===== src/rtl/muldiv_pkg.sv =====
`default_nettype none
//----------------------------------------------------------------------------
//  Module   : muldiv_pkg
//  Purpose  : Shared constants and types for the RV32M multi-cycle
//             multiply/divide sequencer (ex_muldiv_seq and its datapath).
//             Holds the funct3 encodings, the M-extension opcode/funct7
//             match values, the FSM state encoding and the is_div helper.
//  Revision : 1.0  initial release
//----------------------------------------------------------------------------
package muldiv_pkg;

    // funct3 encodings of the M extension
    localparam logic [2:0] OP_MUL    = 3'b000;
    localparam logic [2:0] OP_MULH   = 3'b001;
    localparam logic [2:0] OP_MULHSU = 3'b010;
    localparam logic [2:0] OP_MULHU  = 3'b011;
    localparam logic [2:0] OP_DIV    = 3'b100;
    localparam logic [2:0] OP_DIVU   = 3'b101;
    localparam logic [2:0] OP_REM    = 3'b110;
    localparam logic [2:0] OP_REMU   = 3'b111;

    // Decode match values the ID stage uses to raise start_i
    localparam logic [6:0] OPCODE_M  = 7'b0110011;
    localparam logic [6:0] FUNCT7_M  = 7'b0000001;

    // Sequencer states, explicit 2-bit encoding
    typedef enum logic [1:0] {
        ST_IDLE = 2'd0,
        ST_CALC = 2'd1,
        ST_FIX  = 2'd2,
        ST_DONE = 2'd3
    } state_t;

    // Divide/remainder group is exactly the funct3 values with bit 2 set
    function automatic logic is_div(input logic [2:0] op);
        return op[2];
    endfunction

endpackage : muldiv_pkg
`default_nettype wire


===== src/rtl/muldiv_dp.sv =====
`default_nettype none
//----------------------------------------------------------------------------
//  Module   : muldiv_dp
//  Purpose  : Datapath of the multi-cycle multiplier/divider. One 64-bit
//             accumulator/remainder register plus a shared 33-bit
//             add/subtract step. Multiply is shift-add (hi += b when lo[0],
//             then shift right); divide is restoring (shift left, trial
//             subtract, quotient bit enters at lo[0]).
//  Ports    : clk, rst        clock / synchronous active-high reset
//             i_load          load {0, i_a_mag} into acc and i_b_mag into b
//             i_step          perform one multiply or divide iteration
//             i_div_mode      1 = divide step, 0 = multiply step
//             i_a_mag/i_b_mag operand magnitudes
//             i_neg_all       negate the full 64-bit product
//             i_neg_hi/lo     negate remainder (hi) / quotient (lo) half
//             o_fixed         sign-corrected accumulator view
//  Revision : 1.0  initial release
//----------------------------------------------------------------------------
module muldiv_dp #(
    parameter int XLEN = 32
) (
    input  logic              clk,
    input  logic              rst,
    input  logic              i_load,
    input  logic              i_step,
    input  logic              i_div_mode,
    input  logic [XLEN-1:0]   i_a_mag,
    input  logic [XLEN-1:0]   i_b_mag,
    input  logic              i_neg_all,
    input  logic              i_neg_hi,
    input  logic              i_neg_lo,
    output logic [2*XLEN-1:0] o_fixed
);

    localparam logic [XLEN-1:0]   C_ONE_W  = {{(XLEN-1){1'b0}}, 1'b1};
    localparam logic [2*XLEN-1:0] C_ONE_2W = {{(2*XLEN-1){1'b0}}, 1'b1};

    logic [2*XLEN-1:0] r_acc;
    logic [XLEN-1:0]   r_b;

    logic [XLEN-1:0]   w_hi;
    logic [XLEN-1:0]   w_lo;
    logic [XLEN:0]     w_base;
    logic [XLEN:0]     w_addend;
    logic [XLEN:0]     w_sum;
    logic [2*XLEN-1:0] w_acc_next;
    logic [XLEN-1:0]   w_hi_out;
    logic [XLEN-1:0]   w_lo_out;

    assign w_hi = r_acc[2*XLEN-1:XLEN];
    assign w_lo = r_acc[XLEN-1:0];

    always_comb begin
        if (i_div_mode) begin
            // Trial subtract of the divisor from the shifted remainder.
            // The remainder stays below the divisor, so bit XLEN of the
            // difference is a clean borrow flag.
            w_base   = {w_hi, w_lo[XLEN-1]};
            w_addend = ~{1'b0, r_b};
        end else begin
            w_base   = {1'b0, w_hi};
            w_addend = w_lo[0] ? {1'b0, r_b} : '0;
        end
        w_sum = w_base + w_addend + {{XLEN{1'b0}}, i_div_mode};

        if (i_div_mode) begin
            if (!w_sum[XLEN]) begin
                w_acc_next = {w_sum[XLEN-1:0], w_lo[XLEN-2:0], 1'b1};
            end else begin
                w_acc_next = {w_base[XLEN-1:0], w_lo[XLEN-2:0], 1'b0};
            end
        end else begin
            // The carry out of the add shifts down into the high half.
            w_acc_next = {w_sum, w_lo[XLEN-1:1]};
        end
    end

    always_ff @(posedge clk) begin
        if (rst) begin
            r_acc <= '0;
            r_b   <= '0;
        end else if (i_load) begin
            r_acc <= {{XLEN{1'b0}}, i_a_mag};
            r_b   <= i_b_mag;
        end else if (i_step) begin
            r_acc <= w_acc_next;
        end
    end

    assign w_hi_out = i_neg_hi ? (~w_hi + C_ONE_W) : w_hi;
    assign w_lo_out = i_neg_lo ? (~w_lo + C_ONE_W) : w_lo;
    assign o_fixed  = i_neg_all ? (~r_acc + C_ONE_2W) : {w_hi_out, w_lo_out};

endmodule : muldiv_dp
`default_nettype wire


===== src/rtl/ex_muldiv_seq.sv =====
`default_nettype none
//----------------------------------------------------------------------------
//  Module   : ex_muldiv_seq
//  Purpose  : EX-stage sequencer for RV32M MUL/MULH/MULHSU/MULHU/DIV/DIVU/
//             REM/REMU. Latches operands on start, runs 32 datapath
//             iterations, sign-fixes the result and presents it for one
//             cycle. Divide-by-zero and signed overflow resolve at once.
//  Ports    : clk, rst   clock / synchronous active-high reset
//             start_i    M instruction present in EX
//             op_i       funct3
//             rs1_i/rs2_i operands, rd_i destination register
//             flush_i    kill the in-flight operation
//             stall_o    hold IF/ID/EX while an operation is pending
//             busy_o     sequencer not idle
//             valid_o    result_o/rd_o valid this cycle
//             result_o/rd_o  result and its destination (held until next)
//  Revision : 1.0  initial release
//----------------------------------------------------------------------------
module ex_muldiv_seq
    import muldiv_pkg::*;
#(
    parameter int XLEN  = 32,
    parameter int CNT_W = 5
) (
    input  logic            clk,
    input  logic            rst,
    input  logic            start_i,
    input  logic [2:0]      op_i,
    input  logic [XLEN-1:0] rs1_i,
    input  logic [XLEN-1:0] rs2_i,
    input  logic [4:0]      rd_i,
    input  logic            flush_i,
    output logic            stall_o,
    output logic            busy_o,
    output logic            valid_o,
    output logic [XLEN-1:0] result_o,
    output logic [4:0]      rd_o
);

    localparam logic [XLEN-1:0]  C_ONE     = {{(XLEN-1){1'b0}}, 1'b1};
    localparam logic [XLEN-1:0]  C_MIN_INT = {1'b1, {(XLEN-1){1'b0}}};
    localparam logic [CNT_W-1:0] C_CNT_MAX = {CNT_W{1'b1}};

    state_t            r_state;
    logic [CNT_W-1:0]  r_cnt;
    logic [2:0]        r_op;
    logic [4:0]        r_rd;
    logic              r_neg_q;
    logic              r_neg_r;
    logic [XLEN-1:0]   r_result;
    logic [4:0]        r_rd_out;

    logic              w_accept;
    logic              w_sign_a;
    logic              w_sign_b;
    logic              w_a_neg;
    logic              w_b_neg;
    logic [XLEN-1:0]   w_a_mag;
    logic [XLEN-1:0]   w_b_mag;
    logic              w_div0;
    logic              w_ovf;
    logic              w_special;
    logic [XLEN-1:0]   w_special_res;
    logic              w_op_div;
    logic [2*XLEN-1:0] w_fixed;
    logic [XLEN-1:0]   w_fix_res;

    assign w_accept = (r_state == ST_IDLE) & start_i & ~flush_i;

    // Operand signedness: rs1 for MULH/MULHSU/DIV/REM, rs2 for MULH/DIV/REM
    assign w_sign_a = (op_i == OP_MULH) | (op_i == OP_MULHSU) |
                      (op_i == OP_DIV)  | (op_i == OP_REM);
    assign w_sign_b = (op_i == OP_MULH) | (op_i == OP_DIV) | (op_i == OP_REM);
    assign w_a_neg  = w_sign_a & rs1_i[XLEN-1];
    assign w_b_neg  = w_sign_b & rs2_i[XLEN-1];
    assign w_a_mag  = w_a_neg ? (~rs1_i + C_ONE) : rs1_i;
    assign w_b_mag  = w_b_neg ? (~rs2_i + C_ONE) : rs2_i;

    // Cases answered without iterating; MUL* never lands here
    assign w_div0    = is_div(op_i) & (rs2_i == '0);
    assign w_ovf     = ((op_i == OP_DIV) | (op_i == OP_REM)) &
                       (rs1_i == C_MIN_INT) & (rs2_i == '1);
    assign w_special = w_div0 | w_ovf;

    // op_i[1] separates REM/REMU from DIV/DIVU
    always_comb begin
        w_special_res = '0;
        if (w_div0) begin
            w_special_res = op_i[1] ? rs1_i : '1;
        end else if (w_ovf) begin
            w_special_res = op_i[1] ? '0 : C_MIN_INT;
        end
    end

    assign w_op_div = is_div(r_op);

    muldiv_dp #(
        .XLEN (XLEN)
    ) u_dp (
        .clk        (clk),
        .rst        (rst),
        .i_load     (w_accept & ~w_special),
        .i_step     (r_state == ST_CALC),
        .i_div_mode (w_op_div),
        .i_a_mag    (w_a_mag),
        .i_b_mag    (w_b_mag),
        .i_neg_all  (~w_op_div & r_neg_q),
        .i_neg_hi   (w_op_div & r_neg_r),
        .i_neg_lo   (w_op_div & r_neg_q),
        .o_fixed    (w_fixed)
    );

    // MUL takes the low product half, other multiplies the high half;
    // quotient lives in the low half, remainder in the high half.
    always_comb begin
        if (w_op_div) begin
            w_fix_res = r_op[1] ? w_fixed[2*XLEN-1:XLEN] : w_fixed[XLEN-1:0];
        end else if (r_op == OP_MUL) begin
            w_fix_res = w_fixed[XLEN-1:0];
        end else begin
            w_fix_res = w_fixed[2*XLEN-1:XLEN];
        end
    end

    always_ff @(posedge clk) begin
        if (rst) begin
            r_state  <= ST_IDLE;
            r_cnt    <= '0;
            r_op     <= OP_MUL;
            r_rd     <= '0;
            r_neg_q  <= 1'b0;
            r_neg_r  <= 1'b0;
            r_result <= '0;
            r_rd_out <= '0;
        end else if (flush_i) begin
            r_state <= ST_IDLE;
        end else begin
            case (r_state)
                ST_IDLE: begin
                    if (start_i) begin
                        r_op    <= op_i;
                        r_rd    <= rd_i;
                        r_neg_q <= w_a_neg ^ w_b_neg;
                        r_neg_r <= w_a_neg;
                        if (w_special) begin
                            r_result <= w_special_res;
                            r_rd_out <= rd_i;
                            r_state  <= ST_DONE;
                        end else begin
                            r_cnt   <= '0;
                            r_state <= ST_CALC;
                        end
                    end
                end
                ST_CALC: begin
                    r_cnt <= r_cnt + 1'b1;
                    if (r_cnt == C_CNT_MAX) begin
                        r_state <= ST_FIX;
                    end
                end
                ST_FIX: begin
                    r_result <= w_fix_res;
                    r_rd_out <= r_rd;
                    r_state  <= ST_DONE;
                end
                ST_DONE: begin
                    // A start_i here belongs to the retiring instruction.
                    r_state <= ST_IDLE;
                end
                default: begin
                    r_state <= ST_IDLE;
                end
            endcase
        end
    end

    // Low in DONE so the pipeline advances on the edge the result retires.
    assign stall_o  = ~rst & ~flush_i &
                      (w_accept | (r_state == ST_CALC) | (r_state == ST_FIX));
    assign busy_o   = (r_state != ST_IDLE);
    assign valid_o  = (r_state == ST_DONE) & ~flush_i;
    assign result_o = r_result;
    assign rd_o     = r_rd_out;

endmodule : ex_muldiv_seq
`default_nettype wire


===== config.mk =====
export PLATFORM = sky130hd
export DESIGN_NAME = ex_muldiv_seq
export DESIGN_NICKNAME = d
export VERILOG_FILES = /design/src/rtl/muldiv_pkg.sv /design/src/rtl/muldiv_dp.sv /design/src/rtl/ex_muldiv_seq.sv
export SDC_FILE = /design/constraint.sdc
export NUM_CORES = 1
export LEC_CHECK = 0
export CAP_MARGIN = 15
export CORE_ASPECT_RATIO = 1.4
export CORE_MARGIN = 2
export CORE_UTILIZATION = 59
export CTS_CLUSTER_SIZE = 30
export DETAILED_ROUTE_END_ITERATION = 7
export PLACE_DENSITY = 0.82
export SLEW_MARGIN = 0
export SYNTH_ARGS = -nofsm -noshare
export SYNTH_HDL_FRONTEND = slang
export SYNTH_SLANG_ARGS = --single-unit

===== constraint.sdc =====
create_clock -name clk -period 5.7 [get_ports clk]
set_input_delay 1.14 -clock clk [delete_from_list [all_inputs] [get_ports clk]]
set_output_delay 1.14 -clock clk [all_outputs]
set_load 0.005 [all_outputs]

# Word level (Yosys, flattened, before mapping)
# Cells that the tools add are included.
# totals
ram_bits,0
word_cells,112
output_inout_bits,40
memories,0
latchBits,0
in_bits,76
register_bits,150
romBits,0
# classes
n_bitwise,34
n_mul,0
addsub,8
n_reduce_logical,13
n_eq_ne,14
shifts,0
n_mux,32
div_mod_pow,0
magnitude_cmp,0
# ops
cell,count
32-bit two-way mux,16
64-bit two-way mux,3
"32-bit by 1-bit adder with 32-bit output, second input constant",4
32-bit inverter,4
33-bit two-way mux,2
"64-bit by 1-bit adder with 64-bit output, second input constant",1
"32-bit equality test, second input constant",2
64-bit inverter,1
32-bit one-hot mux with 2 select lines,1
33-bit by 1-bit adder with 33-bit output,1
33-bit adder,1
32-bit inverter with 33-bit output,1
32-bit logical NOT,1
5-bit two-way mux,4
5-bit one-hot mux with 2 select lines,2
1-bit AND,14
1-bit bitwise OR,9
"2-bit != test, second input constant",4
2-bit one-hot mux with 4 select lines,1
4-bit AND reduction,2
2-bit nonzero test,4
"3-bit equality test, second input constant",2
2-bit two-way mux,3
"5-bit by 1-bit adder with 5-bit output, second input constant",1
other kinds (12),17

# Depth between registers and ports, before layout
# depth
depth_word,9
depth_mapped,18
ltp_nobuf,16

# By module
# A second synthesis with hierarchy kept.
# hier_totals
hier_cells,1805
hier_area_um2,13646.8
# modules_own_cells
mod,cells_each,area_each_um2,seq_area_each_um2,n_inst
muldiv_dp,1180,8643.3,1921.8,1
ex_muldiv_seq,625,5003.5,1081.0,1

# Least setup slack after synthesis
# No wires, ideal clock.
# synth_timing
path_type,register -> register
start,register r_op[2]
end,register u_dp.r_acc[46]
t_required_ns,5.583
stages_incl_launch_ff,18
setup_slack_ns,1.375
path_buffers,4
setup_ns,0.117
t_arrival_ns,4.208
path_cell_list,dfxtp_1 clkbuf_1 buf_1 buf_1 mux2i_1 fa_1 inv_1 fa_1 a211oi_1 o211ai_1 a21oi_1 o41ai_1 o31ai_2 xnor2_2 buf_2 mux2i_1 a21oi_1 a22o_1
# synth_between
elab_chain_cells,5
elab_cells_between_ends,6
cone_classes,2 x add/sub; 4 x mux
# synth_lines
element,line_no,source
start: declaration,ex_muldiv_seq.sv:46,logic [2:0] r_op;
start signal: assignment,ex_muldiv_seq.sv:141,r_op <= op_i;
33-bit two-way mux,muldiv_dp.sv:54,if (i_div_mode) begin
33-bit adder,muldiv_dp.sv:64,"w_sum = w_base + w_addend + {{XLEN{1'b0}}, i_div_mode};"
33-bit by 1-bit adder with 33-bit output,muldiv_dp.sv:64,
64-bit two-way mux,muldiv_dp.sv:67,if (!w_sum[XLEN]) begin
64-bit two-way mux (*),muldiv_dp.sv:66,if (i_div_mode) begin
end signal: assignment,muldiv_dp.sv:83,"r_acc <= {{XLEN{1'b0}}, i_a_mag};"
end signal: assignment,muldiv_dp.sv:86,r_acc <= w_acc_next;
end: declaration,muldiv_dp.sv:38,logic [2*XLEN-1:0] r_acc;
# Every way passes the cells marked *; elsewhere a longest branch is shown, timed or not.
# A chain may end at the register's enable or synchronous reset.

# Final worst setup path
# layout_timing
start,register r_op[2]
end,register u_dp.r_acc[36]
# The elaborated chain is that of the path after synthesis.

==> results.ini <==
[status]
status=completed

[clock_network]
clkTransAtPathRegs_ns=0.07
post-cts-setup-buffers=0
cts_tree=yes
cts.sinks=150
hold_buffers=0
cts_buffers=17
post_cts_resize_count=0
clock_path_buffers=2
root_buffer=clkbuf_16
h-tree-depth=4
clock_latency_ns=0.45

[logic_synthesis]
synth_fp_nets=1818
synth_area_per_cell_um2=7.31
synthCells=1697
synth_edf_count=0
ys_warn_count=0
syn-cell-area_um2=12400
synthArstFlopShare_pct=0
seq_area_frac_synth_pct=24.2
yosysUniqueCellTypes=70
synth-main-ff-cell=dfxtp_1
ys_ff_latch=150

[global_route]
globalRouteMet3Util_pct=5.21
grt_overflow_total=0
met1_usage_pct=40.5
grt_first_pass_wirelength_um=62800
grt_busiest_layer=met2
grt_util_met2_pct=60.0
first_global_vias=12300
grt_max_degree=104
grt.total_usage_pct=35.2
antenna_found_initial=0

[worst_setup_path]
cp_cell_sequence=buf_4, mux2_2, ha_1, nand3_1, a211oi_1, a21oi_1, o41ai_1, o31ai_2, xnor2_2, buf_4, nor2b_1, a211oi_1, a21oi_1, a22o_1
regToRegStartpoint=r_op[2]$_SDFFE_PP0P_
crit_type=reg2reg
crit_buf_inv=2
cp.arrival_ns=5.32
crit_fanout=63
regToRegSetupSlack_ns=0.72
crit_start=r_op[2]$_SDFFE_PP0P_
cpPeakStageDelay_ns=0.85
cp.depth=14
r2r_cells=14
end_kind=register
timing.rr.end=u_dp.r_acc[36]$_SDFFE_PP0P_
cp.required_ns=6.04
cpLargestDelayFamily=compound AO/OA/AOI/OAI gates
setup.worst_path.start_class=register
critPathSlowestCell=dfxtp_4

[hold_path]
hold-path-endpoint=r_rd[3]$_SDFFE_PP0P_
min_path_type=reg2reg
holdPathStages=2
hp-start=r_rd[3]$_SDFFE_PP0P_

[die]
die_area_um2=22200
die_y_um=176
start_util_pct=60.3
core_area_um2=20600
die_w_um=127
boundaryPins=116
rows=62

[layout]
nets=1835
area_growth_pct=13.4
antenna_cells=0
layout-drive-gt1-share_pct=6.31

[sta]
fin_ws_ns=0.724
period_share_pct=87.3
setup_tns_ns=0
hold_violations=0
fin_worst_hold_slack_ns=0.459
slew_headroom_pct=25.4
slew_viol_final=0
period_minus_slack_ns=4.98
max_slew.worst_pin.slew_ns=1.12
setup_viol=0
max_freq_ghz=0.201
skew_ns=0.00930
rsz0062_at_grt=false

[route]
post_drt_wl_per_cell_um=19.9
ant_nets=0
vias_per_cell=6.59
route.detailed.drc=0
via_count=13100
drt_wl_total_um=39400
first_pass_iters=7
first_iter_violations=1150

[place]
pre_cts_ws_ns=0.840
portBuffers=115
gp_congestion=0.958
place_hpwl_um=28600

[power]
peakVddDrop_mv=0.223
power.density_nw_per_um2=215
p_leak_nw=5.02

[run]
maxCapViolCount=0

-- synth_stat cells (all sizes together), types with 3 or more instances --
master | number | area [um^2]
a21o | 7 | 52.6
nand3 | 16 | 80.1
xor2 | 87 | 762
nor2 | 207 | 797
nand3b | 4 | 30.0
o31ai | 20 | 155
clkbuf | 114 | 433
inv | 35 | 131
ha | 43 | 538
mux2 | 31 | 349
nand2b | 12 | 75.1
a22oi | 4 | 30.0
nand2 | 185 | 694
a211oi | 120 | 901
a311oi | 4 | 35.0
nor4b | 3 | 32.5
a211o | 3 | 26.3
nor2b | 7 | 43.8
a21oi | 133 | 666
or4 | 7 | 60.1
or3 | 16 | 100
or2 | 8 | 50.1
o41ai | 12 | 105
nor4 | 22 | 153
a221oi | 4 | 35.0
o31a | 3 | 26.3
nand4 | 20 | 125
xnor2 | 64 | 568
a31oi | 18 | 113
dfxtp | 150 | 3000
and2 | 5 | 31.3
o21ai | 130 | 662
o22ai | 25 | 156
and3 | 7 | 43.8
mux2i | 53 | 531
o211ai | 19 | 143
nor3 | 30 | 150
o21bai | 10 | 75.1
nand4b | 5 | 43.8
buf | 24 | 121
a22o | 13 | 114
-- metal layers --
metal	share of wire [%]	vias to the layer above	wire length, um
li1	-	6170	-
met1	38	6096	15000
met2	49	632	19200
met3	6.3	178	2470
met4	7.0	0	2780
met5	0	-	0
-- placed cells by master, fill, tap and decap left out, drive strengths merged, types with 20 or more instances in the layout --
cell type      instances
o21ai                130
nor3                  30
xnor2                 64
inv                   38
ha                    43
a211oi               120
mux2i                 53
nor2                 207
nor4                  22
clkdlybuf4s50        114
xor2                  87
buf                   22
o31ai                 20
dfxtp                150
mux2                  31
nand2                185
clkbuf                20
o22ai                 25
a21oi                133
nand4                 20
-- layout make-up --
type                       count  area, um^2
inverter                      36         135
timing repair buffer         136        1310
clock buffer                  20         467
multi-input combinational   1373        8720
clock inverter                12         118
tap                          256         320
sequential                   150        3010
fill                        1784        6480
-- state kept, by name, summed over array words and instances (netlist names) --
signal	count
u_dp.r_acc	64
result_o	32
u_dp.r_b	32
r_cnt	5
r_rd	5
rd_o	5
r_op	3
r_state	2
r_neg_q	1
r_neg_r	1
-- cells by family after synthesis --
kind of cell	share of synthesized area, %
and+or+nand+nor	20.4
AOI/OAI and AO/OA	27.4
buffers and inverters	5.56
xor gates and xnor gates	10.7
DFF	24.2
muxes	7.09
adders and majority gates	4.66
-- power breakdown --
group / switching, mW / internal [mW] / leakage, nW
registers: 0.0758 / 1.09 / 1.22
logic: 0.434 / 0.282 / 3.52
clock network: 0.494 / 0.640 / 0.276
-- worst reg2reg max path, cell delays in order, from the launching register on --
cell and delay [ns]:
dfxtp_4 0.85, buf_4 0.58, mux2_2 0.40, ha_1 0.37, nand3_1 0.13, a211oi_1 0.21, a21oi_1 0.15, o41ai_1 0.46
o31ai_2 0.17, xnor2_2 0.58, buf_4 0.41, nor2b_1 0.10, a211oi_1 0.22, a21oi_1 0.06, a22o_1 0.20
-- through the flow --
step / std cells / util [%] / area (um^2) / power (mW)
after floorplan: 1697 / - / 12400 / 1.66
after global placement: 1951 / 65.6 / 13500 / 1.87
after detailed placement: 1951 / 65.6 / 13500 / 1.88
after CTS: 1983 / 68.5 / 14100 / 3.00
after global routing: 1983 / 68.5 / 14100 / 3.14
final: 1983 / 68.5 / 14100 / 3.02
-- worst max path at each step --
stage	endpoint
2_1_floorplan	u_dp.r_acc[46]$_SDFFE_PP0P_
3_3_place_gp	r_cnt[4]$_SDFFE_PP0P_
3_5_place_dp	r_cnt[0]$_SDFFE_PP0P_
4_1_cts	u_dp.r_acc[36]$_SDFFE_PP0P_
5_1_grt	u_dp.r_acc[36]$_SDFFE_PP0P_
6_report	u_dp.r_acc[36]$_SDFFE_PP0P_
Note: power is estimated with default switching activity, not from simulation.
